$ cat config.mk
export PLATFORM = sky130hd
export DESIGN_NAME = ysyx_25040111_mem_arbiter
export DESIGN_NICKNAME = d
export VERILOG_FILES = /design/src/rtl/ysyx_25040111_mem_arbiter_pkg.sv /design/src/rtl/ysyx_25040111_mem_arbiter_rr2.sv /design/src/rtl/ysyx_25040111_mem_arbiter.sv
export SDC_FILE = /design/constraint.sdc
export NUM_CORES = 1
export LEC_CHECK = 0
export BUFFER_PORTS_ARGS = -buffer_cell sky130_fd_sc_hd__buf_2
export CORE_AREA = 2 2 128 130
export CTS_CLUSTER_SIZE = 14
export DETAILED_ROUTE_END_ITERATION = 7
export DIE_AREA = 0 0 130 132
export GPL_ROUTABILITY_DRIVEN = 0
export PLACE_DENSITY = 0.7
export SYNTH_ARGS = -nofsm -noshare
export SYNTH_HDL_FRONTEND = slang
export SYNTH_SLANG_ARGS = --single-unit
$ cat constraint.sdc
create_clock -name clock -period 2 [get_ports clock]
set_input_delay 0.1 -clock clock [delete_from_list [all_inputs] [get_ports clock]]
set_output_delay 0.1 -clock clock [all_outputs]
set_load 0.01 [all_outputs]
$ cat src/rtl/ysyx_25040111_mem_arbiter_pkg.sv
// Shared encodings for the icache/LSU memory arbiter: one-hot FSM states,
// grant owner identifiers and access size codes.
package ysyx_25040111_mem_arbiter_pkg;

  typedef enum logic [3:0] {
    IDLE  = 4'b0001,
    IC_RD = 4'b0010,
    LS_RD = 4'b0100,
    LS_WR = 4'b1000
  } state_t;

  typedef enum logic {
    GRANT_IC = 1'b0,
    GRANT_LS = 1'b1
  } grant_t;

  localparam logic [1:0] SIZE_BYTE = 2'b00;
  localparam logic [1:0] SIZE_HALF = 2'b01;
  localparam logic [1:0] SIZE_WORD = 2'b10;

endpackage

$ cat src/rtl/ysyx_25040111_mem_arbiter_rr2.sv
// Two-requester tie-break: a lone requester always wins; on a tie the requester
// not granted last wins (RR_EN=1) or the LSU wins outright (RR_EN=0).
module ysyx_25040111_rr2
  import ysyx_25040111_mem_arbiter_pkg::*;
#(
  parameter bit RR_EN = 1'b1
) (
  input  logic   req_ic,
  input  logic   req_ls,
  input  grant_t last_grant,
  output logic   grant_valid,
  output grant_t grant
);

  always_comb begin
    grant_valid = req_ic | req_ls;
    grant       = GRANT_IC;
    if (req_ic && req_ls) begin
      if (RR_EN && (last_grant == GRANT_LS)) grant = GRANT_IC;
      else                                   grant = GRANT_LS;
    end else if (req_ls) begin
      grant = GRANT_LS;
    end
  end

endmodule

$ cat src/rtl/ysyx_25040111_mem_arbiter.sv
// Arbitrates icache burst reads and LSU loads/stores onto one downstream
// read/write port; the winner's payload is latched at the grant edge.
module ysyx_25040111_mem_arbiter
  import ysyx_25040111_mem_arbiter_pkg::*;
#(
  parameter bit RR_EN = 1'b1
) (
  input  logic        clock,
  input  logic        reset,
  input  logic        ic_valid,
  output logic        ic_ready,
  input  logic [31:0] ic_addr,
  input  logic [7:0]  ic_len,
  input  logic        ic_burst,
  output logic [31:0] ic_data,
  output logic        ic_dvalid,
  input  logic        ls_valid,
  output logic        ls_ready,
  input  logic        ls_write,
  input  logic [31:0] ls_addr,
  input  logic [31:0] ls_wdata,
  input  logic [1:0]  ls_mask,
  input  logic        ls_rsign,
  output logic [31:0] ls_rdata,
  output logic        m_rvalid,
  input  logic        m_rready,
  output logic [31:0] m_raddr,
  output logic [7:0]  m_rlen,
  output logic        m_burst,
  output logic        m_rsign,
  output logic [1:0]  m_rmask,
  input  logic [31:0] m_rdata,
  input  logic        m_rbeat,
  output logic        m_wvalid,
  input  logic        m_wready,
  output logic [31:0] m_waddr,
  output logic [31:0] m_wdata,
  output logic [1:0]  m_wmask
);

  state_t      state, next_state;
  grant_t      last_grant, grant;
  logic        grant_valid;
  logic        done;
  logic [31:0] addr_q, wdata_q, rdata_q;
  logic [7:0]  len_q;
  logic        burst_q, rsign_q;
  logic [1:0]  mask_q;
  logic        rvalid_q, wvalid_q;

  ysyx_25040111_rr2 #(.RR_EN(RR_EN)) u_rr2 (
    .req_ic      (ic_valid),
    .req_ls      (ls_valid),
    .last_grant  (last_grant),
    .grant_valid (grant_valid),
    .grant       (grant)
  );

  // Only the completion input belonging to the current state can end a transaction.
  always_comb begin
    next_state = state;
    done       = 1'b0;
    unique case (state)
      IDLE: begin
        if (grant_valid) begin
          if (grant == GRANT_IC) next_state = IC_RD;
          else if (ls_write)     next_state = LS_WR;
          else                   next_state = LS_RD;
        end
      end
      IC_RD, LS_RD: done = m_rready;
      LS_WR:        done = m_wready;
      default:      next_state = IDLE;
    endcase
    if (done) next_state = IDLE;
  end

  always_ff @(posedge clock) begin
    if (reset) begin
      state      <= IDLE;
      last_grant <= GRANT_IC;
      rvalid_q   <= 1'b0;
      wvalid_q   <= 1'b0;
      addr_q     <= 32'h0;
      wdata_q    <= 32'h0;
      rdata_q    <= 32'h0;
      len_q      <= 8'h0;
      burst_q    <= 1'b0;
      rsign_q    <= 1'b0;
      mask_q     <= 2'b00;
    end else begin
      state <= next_state;
      if ((state == IDLE) && grant_valid) begin
        last_grant <= grant;
        if (grant == GRANT_IC) begin
          addr_q   <= ic_addr;
          len_q    <= ic_len;
          burst_q  <= ic_burst;
          mask_q   <= SIZE_WORD;
          rsign_q  <= 1'b0;
          rvalid_q <= 1'b1;
        end else begin
          addr_q   <= ls_addr;
          wdata_q  <= ls_wdata;
          len_q    <= 8'h0;
          burst_q  <= 1'b0;
          mask_q   <= ls_mask;
          rsign_q  <= ls_rsign;
          rvalid_q <= ~ls_write;
          wvalid_q <= ls_write;
        end
      end else if (done) begin
        rvalid_q <= 1'b0;
        wvalid_q <= 1'b0;
      end
      if ((state == LS_RD) && m_rready) rdata_q <= m_rdata;
    end
  end

  // Ready pulses are suppressed under reset so an abandoned transaction never completes.
  assign ic_ready  = (state == IC_RD) & m_rready & ~reset;
  assign ls_ready  = (((state == LS_RD) & m_rready) | ((state == LS_WR) & m_wready)) & ~reset;
  assign ic_dvalid = (state == IC_RD) & m_rbeat;
  assign ic_data   = (state == IC_RD) ? m_rdata : 32'h0;
  assign ls_rdata  = ((state == LS_RD) && m_rready) ? m_rdata : rdata_q;

  assign m_rvalid = rvalid_q;
  assign m_raddr  = addr_q;
  assign m_rlen   = len_q;
  assign m_burst  = burst_q;
  assign m_rsign  = rsign_q;
  assign m_rmask  = mask_q;
  assign m_wvalid = wvalid_q;
  assign m_waddr  = addr_q;
  assign m_wdata  = wdata_q;
  assign m_wmask  = mask_q;

endmodule

==> summary.md, run 1 <==
| Metric | Value |
|---|---|
| Via count | 5496 |
| Syn_nets | 743 |
| CP max stage delay | 0.60 ns |
| Final hold vios | 0 |
| P_leak | 4.13 nW |
| Setup TNS | -1.52 ns |
| First-pass GRT wire length | 27.4 mm |
| Starting Density | 0.343 |
| Die X | 130 microns |
| CTS buffer count | 17 |
| Fill count | 1373 |
| ANT nets after route | 0 |
| Most frequent cells in the layout | 277 x buf_2, 113 x dfxtp_1, 78 x nand2_1 |
| CTS max path bufs | 2 |
| Routed len/inst | 15.8 microns |
| Pre-CTS setup slack | 0.169 ns |
| Top Layer Used | met4 |
| PortBufs | 326 |
| CP Capture Type | output pin |
| Largest net degree at the start of global routing | 53 |
| Async SR Flop Fraction | 0 |
| DRC viols | 0 |
| Worst VDD drop | 0.733 mV |
| CP arrival | 1.96 ns |
| Register area share after synthesis | 0.428 |
| CP max stage cell | or4_4 |
| Max Fclk | 485 MHz |
| Via density | 4.74 |
| Final net count | 1079 |
| Root buf cell | clkbuf_16 |
| Library cells used by synthesis | 38 |
| Synth Area per Inst | 9.05 sq um |
| Worst Setup Path Type | register to output pin |
| H-tree Lvls | 4 |
| Worst hold path type | input port to register |
| Max-cap violations | 0 |
| Period minus WS final | 2.06 ns |
| Layout area overhead | 58.7% |
| Antenna diode count | 0 |
| Worst slew pin tran | 0.974 ns |
| Setup Viol. Count Final | 32 |
| Antenna violations before repair | 0 |
| Post-Synthesis Cell Area | 5390 sq um |
| Total chip power | 0.00791 W |
| Worst-path clk slew | 0.05 ns |
| Metal2 WL | 9.06 mm |
| DR WL met3 | 1.40 mm |
| Startpoint types | register |
| Met1 WL | 7.56 mm |
| CP cell instances | or4_4 -> buf_12 -> mux2_4 -> buf_2 |
| Slack of the critical path | -0.0614 ns |
| Synth Warn # | 0 |
| Register bit total from synthesis | 115 |
| Clock Latency Late Sink | 0.41 ns |
| HPWL after detailed placement | 11.4 mm |
| Clk sink count | 115 |
| Iteration-0 DRC Markers | 285 |
| Row cnt | 46 |
| Status | finished with violations |
| CTS tree | built |
| Relative slew slack | 0.347 |
| Ratio of cells with drive above 1 in the final layout | 0.503 |
| Worst reg-to-reg setup slack | 0.27 ns |
| Vias in the first global route | 5387 |
| GRT Total Usage | 0.204 |
| Commonest non-fill, non-tap cell in the layout | buf_2 |
| Die ar. | 17200 sq um |
| Worst Clk Skew | 0.00823 ns |
| Post-synth EDFFs | 0 |
| Core ar. | 15700 sq um |
| Worst Path Required | 1.90 ns |
| CP Max Fanout | 16 |
| Die Height | 132 microns |
| Slew Viols, Final | 0 |
| Part of the cycle the worst path needs | 1.03 |
| Minimum hold slack | 0.0539 ns |
| Post-Syn Instances | 595 |
| First-pass detailed-route iteration total | 4 |
| Routed wire length | 18.3 mm |
| Pwr Density | 925 nW/um^2 |
| Number of top-level pins | 327 |
| Grt ovf | 0 |
| Failing checks | setup timing |
| RSZ-0062 raised after global routing | true |
| Synth Flop Type | dfxtp_1 |
==> cells in the mapped netlist (3+ instances only) <==
cell type	count	area (sq um)
nor2b_1	33	206
a211oi_1	4	30.0
o21ai_0	35	175
a211oi_2	28	350
nand2_1	78	293
dfxtp_1	115	2300
and2_1	34	213
clkbuf_1	29	109
nor2_1	40	150
mux2_2	3	33.8
or3_1	32	200
buf_4	40	300
buf_6	3	33.8
a21oi_1	45	225
mux2_4	30	450
nand3_1	10	50.1
buf_2	11	55.1
==> path summary, 6_finish.rpt <==
kind                                  from           to  cells after the start
worst max-delay path              state[3]  ls_rdata[7]                      4
worst min-delay path            ls_addr[1]   m_raddr[1]                      3
worst max register to register    state[2]   last_grant                      6
worst min register to register     m_burst      m_burst                      2
==> worst max-delay path, delay by kind of cell, from the launching register on <==
kind | cells | cell delay, ns
AND/OR/NAND/NOR | 1 | 0.60
buffers and inverters | 2 | 0.34
flip-flops | 1 | 0.31
multiplexers | 1 | 0.31
==> sequential cells by signal, indices dropped and copies added, names as in the netlist <==
signal and flops:
m_wvalid 1, m_wdata 32, m_rvalid 1, rdata_q 32
m_burst 1, m_rmask 2, state 4, m_rlen 8
m_rsign 1, m_raddr 32, last_grant 1
==> where the power goes <==
group	switching [W]	internal (W)	total, W
Clock	0.00113	0.00188	0.00302
Sequential	0.000175	0.00257	0.00274
Combinational	0.00120	0.000950	0.00215
==> cell families (layout without fill, tap and decap cells) <==
logic type,Yosys count,count (layout),share of synthesized area
XOR/XNOR,1,1,0.00163
AO/OA/AOI/OAI,120,120,0.156
buffers and inverters,84,433,0.0932
AND/OR/NAND/NOR,241,241,0.230
flip-flops,115,115,0.428
multiplexers,34,34,0.0918
==> layout make-up <==
| cell class | count | area [sq um] | area share |
|---|---|---|---|
| Clock inverter | 14 | 155 | 0.0182 |
| Sequential cell | 115 | 2300 | 0.270 |
| Timing Repair Buffer | 400 | 2730 | 0.319 |
| Clock buffer | 18 | 439 | 0.0514 |
| Tap cell | 216 | 270 | 0.0316 |
| Inverter | 1 | 3.75 | 0.000439 |
| Multi-Input combinational cell | 396 | 2650 | 0.310 |
==> stage by stage <==
stage | util | instances | instance area [sq um]
floorplan | - | 595 | 5390
global placement | 0.444 | 1071 | 6980
detailed placement | 0.444 | 1071 | 6980
CTS | 0.529 | 1153 | 8310
global route | 0.544 | 1160 | 8550
finish | 0.544 | 1160 | 8550
==> per-layer routing <==
layer	vias to the layer above	track usage
met5	-	0
met4	0	0.0621
met3	22	0.0657
met2	261	0.351
met1	2557	0.239
li1	2656	-
==> timing repair <==
item / 4_1_cts / 5_1_grt
cloned: 2 / 3
resized for setup: 36 / 41
buffers inserted: 3 / 5
hold buffers: 45 / 0
setup endpoints to repair: 66 / 67
endpoints found under the hold margin: 45 / 0
pin swaps: 0 / 19
Note: power is estimated with default switching activity, not from simulation.
==> run 2: changes to the inputs <==
clock period = 2.45 ns   (was 2 ns; I/O delays follow)
==> run 2 against run 1 <==
Compared with the run above: combinational power fell by 25%; clock skew rose by 0.0078 ns; first-iteration DRC count down 26%; die area did not move; critical endpoint is now ls_rdata[30]; register-to-register slack improved by 0.23 ns; sequential power shrank 18%; via count fell by 2.9%; clock-buffer cell count rose by 3; largest cell class is now multi-input gates; cell area shrank 6.9%; the flow now finishes without violations; core utilization decreased by 3.8 points; final cell count decreased by 1.4%.
==> summary.md, run 2 (synthesis results as in run 1) <==
| Metric | Value |
|---|---|
| P_leak | 3.96 nW (-4.3%) |
| Pwr Density | 786 nW/um^2 (-15%) |
| CP arrival | 2.23 ns (+0.27 ns) |
| Placed instance area | 6920 sq um (-0.86%) |
| Multi-input gate area | 2600 sq um (-1.9%) |
| CTS max path bufs | 2 (unchanged) |
| Clock Latency Late Sink | 0.41 ns (about the same) |
| Grt ovf | 0 (unchanged) |
| Worst Path Required | 2.33 ns (+0.43 ns) |
| Final net count | 1064 (-1.4%) |
| Row cnt | 46 (unchanged) |
| Number of top-level pins | 327 (unchanged) |
| Die X | 130 microns (unchanged) |
| Slew Viols, Final | 0 (unchanged) |
| Design area | 7950 sq um (-6.9%) |
| CTS buffer count | 17 (unchanged) |
| Period minus WS final | 2.36 ns |
| Pre-CTS setup slack | 0.350 ns (+0.181 ns) |
| Final hold vios | 0 (unchanged) |
| Die Height | 132 microns (unchanged) |
| Status | finished, final reports clean |
| GRT Total Usage | 0.192 (-0.0115) |
| RSZ-0062 raised after global routing | false |
| Via count | 5339 (-2.9%) |
| Worst Clk Skew | 0.0160 ns (+0.00779 ns) |
| Via density | 4.67 (-1.5%) |
| HPWL after detailed placement | 11.3 mm (-0.35%) |
| Worst slew pin tran | 0.961 ns (-0.0129 ns) |
| FF/Latch Area | 2300 sq um (unchanged) |
| ANT nets after route | 0 (unchanged) |
| First-pass GRT wire length | 26.2 mm (-4.6%) |
| CP Max Fanout | 32 (+16) |
| Setup Viol. Count Final | 0 (-100%) |
| Die ar. | 17200 sq um (unchanged) |
| Antenna diode count | 0 (unchanged) |
| Commonest non-fill, non-tap cell in the layout | buf_2 |
| Layout area overhead | 47.7% |
| Core ar. | 15700 sq um (unchanged) |
| Setup TNS | 0 ns (+1.52 ns) |
| Most frequent cells in the layout | 325 x buf_2, 113 x dfxtp_1, 78 x nand2_1 |
| CP Capture Type | output pin |
| Minimum hold slack | 0.0833 ns (+0.0293 ns) |
| Post-CTS Setup Bufs | 0 (-3) |
| Worst hold path type | input port to register |
| First-pass detailed-route iteration total | 5 (+1) |
| Root buf cell | clkbuf_16 |
| H-tree Lvls | 4 (unchanged) |
| Largest net degree at the start of global routing | 57 (+7.5%) |
| Part of the cycle the worst path needs | 0.961 |
| Ratio of cells with drive above 1 in the final layout | 0.475 (-0.0280) |
| Post-layout util | 0.506 (-0.0377) |
| Antenna violations before repair | 0 (unchanged) |
| Startpoint types | register |
| Routed wire length | 16.9 mm (-7.8%) |
| Starting Density | 0.343 (unchanged) |
| PortBufs | 326 (unchanged) |
| Vias in the first global route | 5232 (-2.9%) |
| DRC viols | 0 (unchanged) |
| Max-cap violations | 0 (unchanged) |
| Worst Setup Path Type | register to output pin |
| Routed len/inst | 14.8 microns (-6.5%) |
| Worst-path clk slew | 0.05 ns (about the same) |
| CTS tree | built |
| Iteration-0 DRC Markers | 212 (-26%) |
| Slack of the critical path | 0.0945 ns (+0.156 ns) |
| Clk sink count | 115 (unchanged) |
| Worst VDD drop | 0.515 mV (-30%) |
| Max Fclk | 425 MHz |
| Relative slew slack | 0.355 (+0.00867) |
| Fill count | 1490 (+8.5%) |
==> run 2: what timing repair did <==
item | in CTS | in global routing
endpoints found under the hold margin | 45 | 0
gates resized for setup | 3 | 1
setup endpoints to repair | 32 | 32
hold buffers | 45 | 0
==> run 2: layout make-up <==
type                            count  share of cell area
Clock buffer                       21              0.0579
Tap cell                          216              0.0340
Timing Repair Buffer              385               0.278
Clock inverter                     10              0.0137
Multi-Input combinational cell    396               0.326
Inverter                            1            0.000472
Sequential cell                   115               0.290
==> run 2: final timing paths <==
kind	from	end	slack, ns	depth (start not counted)
worst max register to register	state[3]	rdata_q[30]	0.50	4
worst max-delay path	state[3]	ls_rdata[30]	0.09	4
worst min-delay path	m_rdata[20]	rdata_q[20]	0.08	3
worst min register to register	m_rlen[6]	m_rlen[6]	0.45	2
==> run 2: power breakdown <==
part / switching, W / leakage (nW) / total [W] / internal (W)
Clock: 0.000848 / 0.278 / 0.00238 / 0.00154
Combinational: 0.000928 / 2.74 / 0.00162 / 0.000689
Sequential: 0.000157 / 0.942 / 0.00225 / 0.00210
Total: 0.00193 / 3.96 / 0.00625 / 0.00432
==> run 2: critical path: stages, from the launching register on <==
cell	delay (ns)
dfxtp_2	0.38
or4_2	0.70
buf_8	0.24
mux2_4	0.34
buf_2	0.14
==> run 2: layer usage <==
metal,vias up,GRT usage,part of all wire
li1,2619,-,-
met3,11,0.0576,0.068
met2,221,0.337,0.50
met5,-,0,0
met4,0,0.0651,0.010
met1,2488,0.220,0.42
==> run 2: metrics by stage <==
stage | cells | power [W]
final | 1144 | 0.00625
after global routing | 1144 | 0.00659
after CTS | 1144 | 0.00632
after detailed placement | 1068 | 0.00385
after global placement | 1068 | 0.00382
after floorplan | 595 | 0.00337
==> run 3: changes to the inputs <==
CORE_AREA = 2 2 127 129   (was 2 2 128 130)
DIE_AREA = 0 0 129 131   (was 0 0 130 132)
PLACE_DENSITY = 0.71   (was 0.7)
==> run 3 against run 2 <==
Compared with the run above: clock power increased by 3%; critical path depth unchanged; worst hold slack got worse by 0.012 ns; sequential share of layout area decreased by 0.14 points; combinational power about the same; clock-buffer cell count unchanged; critical path type unchanged; largest cell class unchanged; cell area increased by 0.42%; via count increased by 1.0%; register-to-register slack about the same; first-iteration DRC count increased by 8.0%.
==> summary.md, run 3 (synthesis results as in run 1) <==
| Metric | Value |
|---|---|
| Final hold vios | 0 (unchanged) |
| DRC viols | 0 (unchanged) |
| Clock Latency Late Sink | 0.41 ns (about the same) |
| Stages on the worst setup path | 4 (unchanged) |
| Via count | 5394 (+1.0%) |
| Gate power share | 0.258 (about the same) |
| CP arrival | 2.23 ns (about the same) |
| Critical R2R Launch | state[0] |
| Clk sink count | 115 (unchanged) |
| PortBufs | 326 (unchanged) |
| Largest net degree at the start of global routing | 51 (-11%) |
| Minimum hold slack | 0.0714 ns (-0.0119 ns) |
| Worst setup endpoint | ls_rdata[15] |
| CP max stage delay | 0.65 ns (-0.05 ns) |
| Starting Density | 0.345 (+0.00253) |
| P_leak | 3.96 nW (about the same) |
| Layout area overhead | 48.3% |
| Worst Clk Skew | 0.00605 ns (-0.00997 ns) |
| Worst reg-to-reg setup slack | 0.50 ns (about the same) |
| Vias in the first global route | 5060 (-3.3%) |
| Status | finished, final reports clean |
| Routed wire length | 17.0 mm (+0.56%) |
| Worst-path clk slew | 0.05 ns (about the same) |
| Setup TNS | 0 ns (unchanged) |
| Slew Viols, Final | 0 (unchanged) |
| Grt ovf | 0 (unchanged) |
| GRT Total Usage | 0.191 (-0.000856) |
| Largest delay share family, worst path | simple AND/OR/NAND/NOR gates |
| Relative slew slack | 0.272 (-0.0835) |
| Max-cap violations | 0 (unchanged) |
| Final net count | 1065 (+0.094%) |
| Clock Power Share | 0.386 (+0.005) |
| CP Max Fanout | 32 (unchanged) |
| Number of top-level pins | 327 (unchanged) |
| CTS buffer count | 17 (unchanged) |
| FF/Latch Area | 2300 sq um (about the same) |
| First-pass GRT wire length | 25.2 mm (-3.9%) |
| CP Capture Type | output pin |
| Multi-input gate area | 2600 sq um (unchanged) |
| Part of the cycle the worst path needs | 0.961 (about the same) |
| CTS max path bufs | 2 (unchanged) |
| Row cnt | 46 (unchanged) |
| Setup Viol. Count Final | 0 (unchanged) |
| ANT nets after route | 0 (unchanged) |
| CP max stage cell | or4_2 |
| CP cell instances | or4_2 -> buf_6 -> mux2_4 -> buf_2 |
| Cells after DPL | 1069 (+0.094%) |
| Fin cells | 1146 (+0.17%) |
| Flop pwr share | 0.355 (-0.005) |
| Sw Ratio | 0.314 (+0.00457) |
| H-tree Lvls | 4 (unchanged) |
| Critical path origin | state[0] |
| Worst slew pin tran | 1.09 ns (+0.124 ns) |
| First-pass detailed-route iteration total | 4 (-1) |
| Die Height | 131 microns (-0.76%) |
| Iteration-0 DRC Markers | 229 (+8.0%) |
| Worst Path Required | 2.33 ns (about the same) |
| RSZ-0062 raised after global routing | false |
| Bufs and invs on worst path | 2 (unchanged) |
| Worst Setup Path Type | register to output pin |
| Period minus WS final | 2.36 ns (-0.000447 ns) |
| Startpoint types | register |
| Commonest non-fill, non-tap cell in the layout | buf_2 |
| Worst VDD drop | 0.520 mV (+1.1%) |
| Die X | 129 microns (-0.77%) |
| Via density | 4.71 (+0.85%) |
| Sw Pwr | 0.00199 W (+2.9%) |
| CTS tree | built |
| Die ar. | 16900 sq um (-1.5%) |
| Antenna violations before repair | 0 (unchanged) |
| Most frequent cells in the layout | 325 x buf_2, 114 x dfxtp_1, 78 x nand2_1 |
| Routed len/inst | 14.8 microns (+0.39%) |
| Max Fclk | 425 MHz (about the same) |
| Fill count | 1451 (-2.6%) |
| FF-to-FF path depth | 4 (unchanged) |
| Core ar. | 15600 sq um (-0.73%) |
| Post-CTS Setup Bufs | 0 (unchanged) |
| Pwr Density | 794 nW/um^2 (+0.94%) |
| Root buf cell | clkbuf_16 |
| Reg2reg end | rdata_q[22] |
| Antenna diode count | 0 (unchanged) |
| Worst hold path type | input port to register |
| Ratio of cells with drive above 1 in the final layout | 0.475 (about the same) |
| Internal power | 0.00435 W (+0.69%) |
| HPWL after detailed placement | 11.5 mm (+1.5%) |
## run 3: layout make-up
| type | count | area share |
|---|---|---|
| inverter | 1 | 0.000470 |
| clock inverter | 11 | 0.0160 |
| sequential | 115 | 0.288 |
| tap | 216 | 0.0338 |
| clock buffer | 21 | 0.0576 |
| timing repair buffer | 386 | 0.279 |
| multi-input combinational | 396 | 0.325 |
## run 3: timing repair
item / 4_1_cts / 5_1_grt
hold buffers: 45 / 0
setup endpoints to repair: 32 / 0
hold endpoints to repair: 45 / 0
resized for setup: 2 / 0
## run 3: tightest hold or removal path: stages
cell and delay [ns]:
buf_2 0.08, mux2_4 0.13, nor2b_1 0.10
## run 3: through the flow
stage           util  area, sq um  power (W)  worst slack, ns
2_1_floorplan      -         5390    0.00337            0.702
3_3_place_gp   0.445         6940    0.00384            0.403
3_5_place_dp   0.445         6940    0.00387            0.351
4_1_cts        0.512         7990    0.00640           0.0888
5_1_grt        0.512         7990    0.00667          0.00934
6_report       0.512         7990    0.00634           0.0949
## run 3: how the worst min path moves through the flow
| stage | from | end | slack, ns | cells after the start |
|---|---|---|---|---|
| detailed placement | ls_wdata[9] | m_wdata[9] | 0.37 | 3 |
| global route | m_rdata[29] | rdata_q[29] | 0.07 | 3 |
| finish | m_rdata[27] | rdata_q[27] | 0.07 | 3 |
| CTS | m_rdata[27] | rdata_q[27] | 0.05 | 3 |
| global placement | ls_wdata[23] | m_wdata[23] | 0.36 | 3 |
| floorplan | ls_wdata[0] | m_wdata[0] | 0.26 | 2 |
## run 3: layer usage
metal | global-route usage | share of wire | vias up
met3 | 0.0603 | 0.074 | 17
met5 | 0 | 0 | -
met1 | 0.212 | 0.41 | 2517
met4 | 0.0665 | 0.013 | 0
li1 | - | - | 2624
met2 | 0.346 | 0.51 | 236
## run 3: power by group through the flow
| stage | clock (W) | combinational, W | sequential (W) |
|---|---|---|---|
| global route | 0.00260 | 0.00179 | 0.00228 |
| finish | 0.00245 | 0.00164 | 0.00225 |
| CTS | 0.00250 | 0.00164 | 0.00225 |
| detailed placement | 0 | 0.00158 | 0.00229 |
| global placement | 0 | 0.00156 | 0.00228 |
| floorplan | 0 | 0.00102 | 0.00235 |
